[src/rtl/sub_serial_pkg.sv]
// Shared types and constants for the digit-serial subtractor.
package sub_serial_pkg;

    typedef enum logic [1:0] {
        IDLE = 2'd0,
        RUN  = 2'd1,
        DONE = 2'd2
    } state_t;

    localparam int NIBBLE = 4;

    // Never returns 0, so a single-step (N = 1) build still has a legal counter width.
    function automatic int clog2(input int n);
        int r;
        r = 0;
        while ((1 << r) < n) begin
            r = r + 1;
        end
        return (r < 1) ? 1 : r;
    endfunction

endpackage

[src/rtl/sub_serial_sub4b.sv]
// Combinational 4-bit borrow-lookahead slice: d = a - b - bin, with group borrow generate/propagate.
module sub4b
    import sub_serial_pkg::*;
(
    input  logic [NIBBLE-1:0] a,
    input  logic [NIBBLE-1:0] b,
    input  logic              bin,
    output logic [NIBBLE-1:0] d,
    output logic              p,
    output logic              g,
    output logic              bout
);

    logic [NIBBLE-1:0] gi;
    logic [NIBBLE-1:0] pi;
    logic [NIBBLE:0]   bc;

    assign gi = ~a & b;
    assign pi = ~(a ^ b);

    // Every borrow is expanded directly from bin so no stage waits on a ripple.
    assign bc[0] = bin;
    assign bc[1] = gi[0] | (pi[0] & bin);
    assign bc[2] = gi[1] | (pi[1] & gi[0]) | (pi[1] & pi[0] & bin);
    assign bc[3] = gi[2] | (pi[2] & gi[1]) | (pi[2] & pi[1] & gi[0])
                 | (pi[2] & pi[1] & pi[0] & bin);

    assign g = gi[3] | (pi[3] & gi[2]) | (pi[3] & pi[2] & gi[1])
             | (pi[3] & pi[2] & pi[1] & gi[0]);
    assign p = &pi;
    assign bc[4] = g | (p & bin);

    assign d    = a ^ b ^ bc[NIBBLE-1:0];
    assign bout = bc[4];

endmodule

[src/rtl/sub_serial.sv]
// Digit-serial WIDTH-bit subtractor (a - b - bin), one nibble per clock, start/busy/done handshake.
// Define SUB_SERIAL_OVF_EN to add the registered signed-overflow output ovf.
module sub_serial
    import sub_serial_pkg::*;
#(
    parameter int WIDTH = 16
)(
    input  logic             clk,
    input  logic             rst_n,
    input  logic             start,
    input  logic [WIDTH-1:0] a,
    input  logic [WIDTH-1:0] b,
    input  logic             bin,
    output logic             busy,
    output logic             done,
    output logic [WIDTH-1:0] diff,
    output logic             bout,
    output logic             zero
`ifdef SUB_SERIAL_OVF_EN
    ,
    output logic             ovf
`endif
);

    localparam int N  = WIDTH / NIBBLE;
    localparam int CW = clog2(N);
    localparam logic [CW-1:0] LAST = CW'(N - 1);

    state_t           state_q, state_d;
    logic [CW-1:0]    cnt_q, cnt_d;
    logic [WIDTH-1:0] aSh_q, aSh_d;
    logic [WIDTH-1:0] bSh_q, bSh_d;
    logic             borrow_q, borrow_d;
    logic [WIDTH-1:0] acc_q, acc_d;
    logic [WIDTH-1:0] diff_q, diff_d;
    logic             bout_q, bout_d;
    logic             zero_q, zero_d;
`ifdef SUB_SERIAL_OVF_EN
    logic             aMsb_q, aMsb_d;
    logic             bMsb_q, bMsb_d;
    logic             ovf_q, ovf_d;
`endif

    logic [NIBBLE-1:0] sliceD;
    logic              sliceP;
    logic              sliceG;
    logic              sliceBout;
    logic              unusedGroup;
    logic [WIDTH-1:0]  accShift;

    sub4b u_slice (
        .a    (aSh_q[NIBBLE-1:0]),
        .b    (bSh_q[NIBBLE-1:0]),
        .bin  (borrow_q),
        .d    (sliceD),
        .p    (sliceP),
        .g    (sliceG),
        .bout (sliceBout)
    );

    // The borrow chain is closed through the slice's own bout; group P/G are spare lookahead terms.
    assign unusedGroup = sliceP ^ sliceG;

    assign accShift = WIDTH'({sliceD, acc_q} >> NIBBLE);

    always_comb begin
        state_d  = state_q;
        cnt_d    = cnt_q;
        aSh_d    = aSh_q;
        bSh_d    = bSh_q;
        borrow_d = borrow_q;
        acc_d    = acc_q;
        diff_d   = diff_q;
        bout_d   = bout_q;
        zero_d   = zero_q;
`ifdef SUB_SERIAL_OVF_EN
        aMsb_d   = aMsb_q;
        bMsb_d   = bMsb_q;
        ovf_d    = ovf_q;
`endif
        case (state_q)
            IDLE, DONE: begin
                state_d = IDLE;
                if (start) begin
                    state_d  = RUN;
                    cnt_d    = '0;
                    aSh_d    = a;
                    bSh_d    = b;
                    borrow_d = bin;
`ifdef SUB_SERIAL_OVF_EN
                    aMsb_d   = a[WIDTH-1];
                    bMsb_d   = b[WIDTH-1];
`endif
                end
            end
            RUN: begin
                aSh_d    = aSh_q >> NIBBLE;
                bSh_d    = bSh_q >> NIBBLE;
                borrow_d = sliceBout;
                acc_d    = accShift;
                cnt_d    = cnt_q + 1'b1;
                // Visible results update only here, so they hold steady through DONE and IDLE.
                if (cnt_q == LAST) begin
                    state_d = DONE;
                    diff_d  = accShift;
                    bout_d  = sliceBout;
                    zero_d  = (accShift == '0);
`ifdef SUB_SERIAL_OVF_EN
                    ovf_d   = (aMsb_q != bMsb_q) && (accShift[WIDTH-1] != aMsb_q);
`endif
                end
            end
            default: state_d = IDLE;
        endcase
    end

    always_ff @(posedge clk or negedge rst_n) begin
        if (!rst_n) begin
            state_q  <= IDLE;
            cnt_q    <= '0;
            aSh_q    <= '0;
            bSh_q    <= '0;
            borrow_q <= 1'b0;
            acc_q    <= '0;
            diff_q   <= '0;
            bout_q   <= 1'b0;
            zero_q   <= 1'b1;
`ifdef SUB_SERIAL_OVF_EN
            aMsb_q   <= 1'b0;
            bMsb_q   <= 1'b0;
            ovf_q    <= 1'b0;
`endif
        end else begin
            state_q  <= state_d;
            cnt_q    <= cnt_d;
            aSh_q    <= aSh_d;
            bSh_q    <= bSh_d;
            borrow_q <= borrow_d;
            acc_q    <= acc_d;
            diff_q   <= diff_d;
            bout_q   <= bout_d;
            zero_q   <= zero_d;
`ifdef SUB_SERIAL_OVF_EN
            aMsb_q   <= aMsb_d;
            bMsb_q   <= bMsb_d;
            ovf_q    <= ovf_d;
`endif
        end
    end

    assign busy = (state_q == RUN);
    assign done = (state_q == DONE);
    assign diff = diff_q;
    assign bout = bout_q;
    assign zero = zero_q;
`ifdef SUB_SERIAL_OVF_EN
    assign ovf  = ovf_q;
`endif

endmodule

[config.mk]
export PLATFORM = sky130hd
export DESIGN_NAME = sub_serial
export DESIGN_NICKNAME = d
export VERILOG_FILES = /design/src/rtl/sub_serial_pkg.sv /design/src/rtl/sub_serial_sub4b.sv /design/src/rtl/sub_serial.sv
export SDC_FILE = /design/constraint.sdc
export NUM_CORES = 1
export LEC_CHECK = 0
export CAP_MARGIN = 10
export CORE_MARGIN = 1
export CORE_UTILIZATION = 47
export DETAILED_ROUTE_END_ITERATION = 12
export PLACE_DENSITY = 0.76
export SETUP_SLACK_MARGIN = 0.02
export SLEW_MARGIN = 15
export SYNTH_ARGS = -nofsm -noshare
export SYNTH_HDL_FRONTEND = slang
export SYNTH_HIERARCHICAL = 1
export SYNTH_SLANG_ARGS = --single-unit
[constraint.sdc]
create_clock -name clk -period 1.8 [get_ports clk]
set_clock_uncertainty 0.05 [all_clocks]
set_input_delay 0.45 -clock clk [delete_from_list [all_inputs] [get_ports clk]]
set_output_delay 0.45 -clock clk [all_outputs]
set_load 0.1 [all_outputs]
==> results.env, run 1 <==
RUN_STATUS='completed'
POST_DRT_VIA_CELL_RATIO=5.23
GLOBALROUTE.TOTALOVERFLOW=0
MET1_USAGE_PCT=28.3
SYNTH.AVG_CELL_AREA_UM2=10.2
SYNTH_NETS=328
POST_DRT_WL_PER_CELL_UM=13.9
FINISH.NET_COUNT=387
GRT_BUSIEST_LAYER='met2'
RSZ_0062_RAISED_AFTER_GLOBAL_ROUTING='true'
GRT_PASS1_VIAS=2198
FINALHOLDWORSTSLACK_NS=0.0753
GRT_PASS1_WL_UM=10200
DESIGN.CORE.AREA_UM2=5960
EFFECTIVE_UTILIZATION_AT_FLOORPLAN_PCT=49.1
SYNTH_WARNINGS=6
TOP_LEVEL_PORTS=56
CRITPATHCAPTURETYPE='register'
CLOCK_TREE.BUFFER_DEPTH=2
HOLD_VIOL_FINAL=0
WS_PATH_TYPE='reg2reg'
CLOCK-ROOT-BUFFER='clkbuf_8'
FP-ROW-COUNT=28
POST_SYNTH_INSTANCE_AREA_UM2=2920
AREAGROWTHSYNTHTOFINISH_PCT=40.4
SYNTH_CELLS=286
GLOBALROUTEMET3UTIL_PCT=4.83
NUMCTSBUFFERS=9
CRITICAL_PATH.STARTPOINT_TYPE='register'
CLKLATENCYLATEPIN_NS=0.34
WORSTMARGINPINSLEW_NS=0.475
DRT.ANTENNA.VIOLATING_NETS=0
FILLCELLCOUNT=450
CTS_TREE='yes'
CLOCK_SINKS=67
LAYOUT-DRIVE-GT1-SHARE_PCT=18.9
CRITICAL_PATH.MAX_FANOUT=3
DETAILROUTE.VIA_COUNT=2224
DIE_WIDTH_UM=80.9
CRITICAL_PATH_REQUIRED_NS=2.02
DIE-AREA_UM2=6540
CP_CELL_SEQUENCE='inv_2 -> ha_4 -> a21o_1 -> a21oi_2 -> xnor2_2 -> nor4_1 -> nand4_1 -> o21ai_1'
CLKTRANSATPATHREGS_NS=0.07
CRIT_PATH_MAX_INCR_DELAY_NS=0.42
PORT_BUFFERS=55
WORST_PATH_SETUP_SLACK_AFTER_ROUTING_NS=0.0239
GRT_START_MAX_NET_PINS=68
GROUTE.USAGE.OVERALL_PCT=21.1
SLOWEST_STAGE='dfrtp_1'
H-TREE-DEPTH=3
R2R_SETUP_SLACK_NS=0.02
TIMING.FINAL.CRIT_PERIOD_NS=1.78
TIMING.MAX_CAP.VIOLATIONS=0
MAX_FREQ_MHz=563
HPWLAFTERDP_UM=4070
FINALWIRELENGTH_UM=5910
COUNT_OF_INSERTED_ANTENNA_DIODE_CELLS=0
CRITICAL_PATH_BUF_INV_COUNT=1
CHIPHEIGHT_UM=80.9
DRV_SLEW=0
ANTENNA_VIOLATIONS_BEFORE_REPAIR=0
DRT_FIRST_PASS_ITERS=4
FINALCOREUTILIZATION_PCT=68.9
DETAIL_ROUTE.ITER0.VIOLATIONS=117
WORST_HOLD_PATH_TYPE='in2async'
M2_GR_USAGE_PCT=32.2
LAYOUT_WORST_PATH_CYCLE_SHARE_PCT=98.7
ARRIVAL_NS=2.00
PLACE_CONGESTION=0.812
TOP_FAMILY_BY_DELAY_ON_CRITICAL_PATH='compound AO/OA/AOI/OAI gates'
SLEW_HEADROOM_PCT=68.4
DRC_ERRORS=0
SETUP-VIOLATIONS-FINAL=0
PRECTSSETUPSLACK_NS=-0.0137
==> registers in the layout, summed over array words and instances, names as in the netlist, 2 cells and up <==
name	flops
aSh_q	16
bSh_q	16
diff	16
acc_q	12
cnt_q	2
state_q	2
==> worst register-to-register path: cells and delay by family (launching register included) <==
| family | cells | cell delay, ns |
|---|---|---|
| buffers and inverters | 1 | 0.09 |
| DFF | 1 | 0.42 |
| and+or+nand+nor | 2 | 0.36 |
| xor gates and xnor gates | 1 | 0.10 |
| AOI/OAI and AO/OA | 3 | 0.50 |
| adders and majority gates | 1 | 0.20 |
==> worst paths after layout <==
check | from | end | cells after the start
hold / removal | rst_n | diff[8] | 2
min in group clk | cnt_q[0] | cnt_q[0] | 1
setup / recovery | aSh_q[0] | zero | 8
max in group asynchronous | rst_n | zero | 2
hold reg to reg | cnt_q[0] | cnt_q[0] | 1
setup reg to reg | aSh_q[0] | zero | 8
==> layout make-up <==
type	count	area, um2	share of cell area, %
Tap cell	75	93.8	2.29
Clock inverter	6	113	2.74
Multi-Input combinational cell	193	1180	28.7
Clock buffer	10	138	3.35
Sequential cell	67	1680	40.9
Inverter	9	33.8	0.823
Timing Repair Buffer	65	871	21.2
==> metrics by stage <==
step | instance area [um2] | cells | TNS (ns)
after floorplan | 2930 | 286 | 0
after global placement | 3770 | 407 | 0
after detailed placement | 3770 | 407 | -0.0137
after CTS | 4070 | 425 | 0
after global routing | 4100 | 425 | -0.0513
final | 4100 | 425 | 0
==> cell usage in the layout, fill, tap and decap left out, types with 2 or more instances in the layout <==
cell type and count:
nor4_1 3, a31oi_1 25, a21o_1 2, o21ai_1 3, nand2_1 87, a22o_1 9, a21oi_2 2, clkbuf_8 10
inv_1 6, dfrtp_1 66, nor2b_2 2, clkinv_4 2, ha_4 3, nor2_1 25, mux2_1 17, inv_2 3
ha_1 2, clkdlybuf4s50_1 34, bufinv_16 3, buf_4 6, buf_12 24
==> repair_timing <==
action / CTS / global route
pin swaps: 2 / 10
hold buffers: 0 / 0
setup buffers: 2 / 0
setup endpoints to repair: 1 / 1
endpoints found under the hold margin: 0 / 0
resized for setup: 5 / 6
==> metal layers <==
layer,part of all wire [%],vias to the layer above
met3,5.0,16
met2,49,65
met1,43,1069
met5,0,-
li1,-,1074
met4,2.9,0
Power of run 1 is left out: the tool's default activity adds up to more than one toggle a clock period on the data nets, which glitch-free logic cannot reach.
==> run 2: changes to the inputs <==
--- a/config.mk
+++ b/config.mk
@@ -8,6 +8,7 @@
 export CAP_MARGIN = 10
 export CORE_MARGIN = 1
 export CORE_UTILIZATION = 47
+export CTS_CLUSTER_DIAMETER = 150
 export DETAILED_ROUTE_END_ITERATION = 12
 export PLACE_DENSITY = 0.76
 export SETUP_SLACK_MARGIN = 0.02
==> results of run 2 <==
Same layout as run 1: the final DEF is identical, and so are final timing and power.
Power of run 2 is left out for the same reason.
==> run 3: changes to the inputs <==
--- a/config.mk
+++ b/config.mk
@@ -5,6 +5,7 @@
 export SDC_FILE = /design/constraint.sdc
 export NUM_CORES = 1
 export LEC_CHECK = 0
+export ABC_CLOCK_PERIOD_IN_PS = 1800
 export CAP_MARGIN = 10
 export CORE_MARGIN = 1
 export CORE_UTILIZATION = 47
==> results of run 3 <==
Same layout as run 1: the final DEF is identical, and so are final timing and power.
Power of run 3 is left out for the same reason.
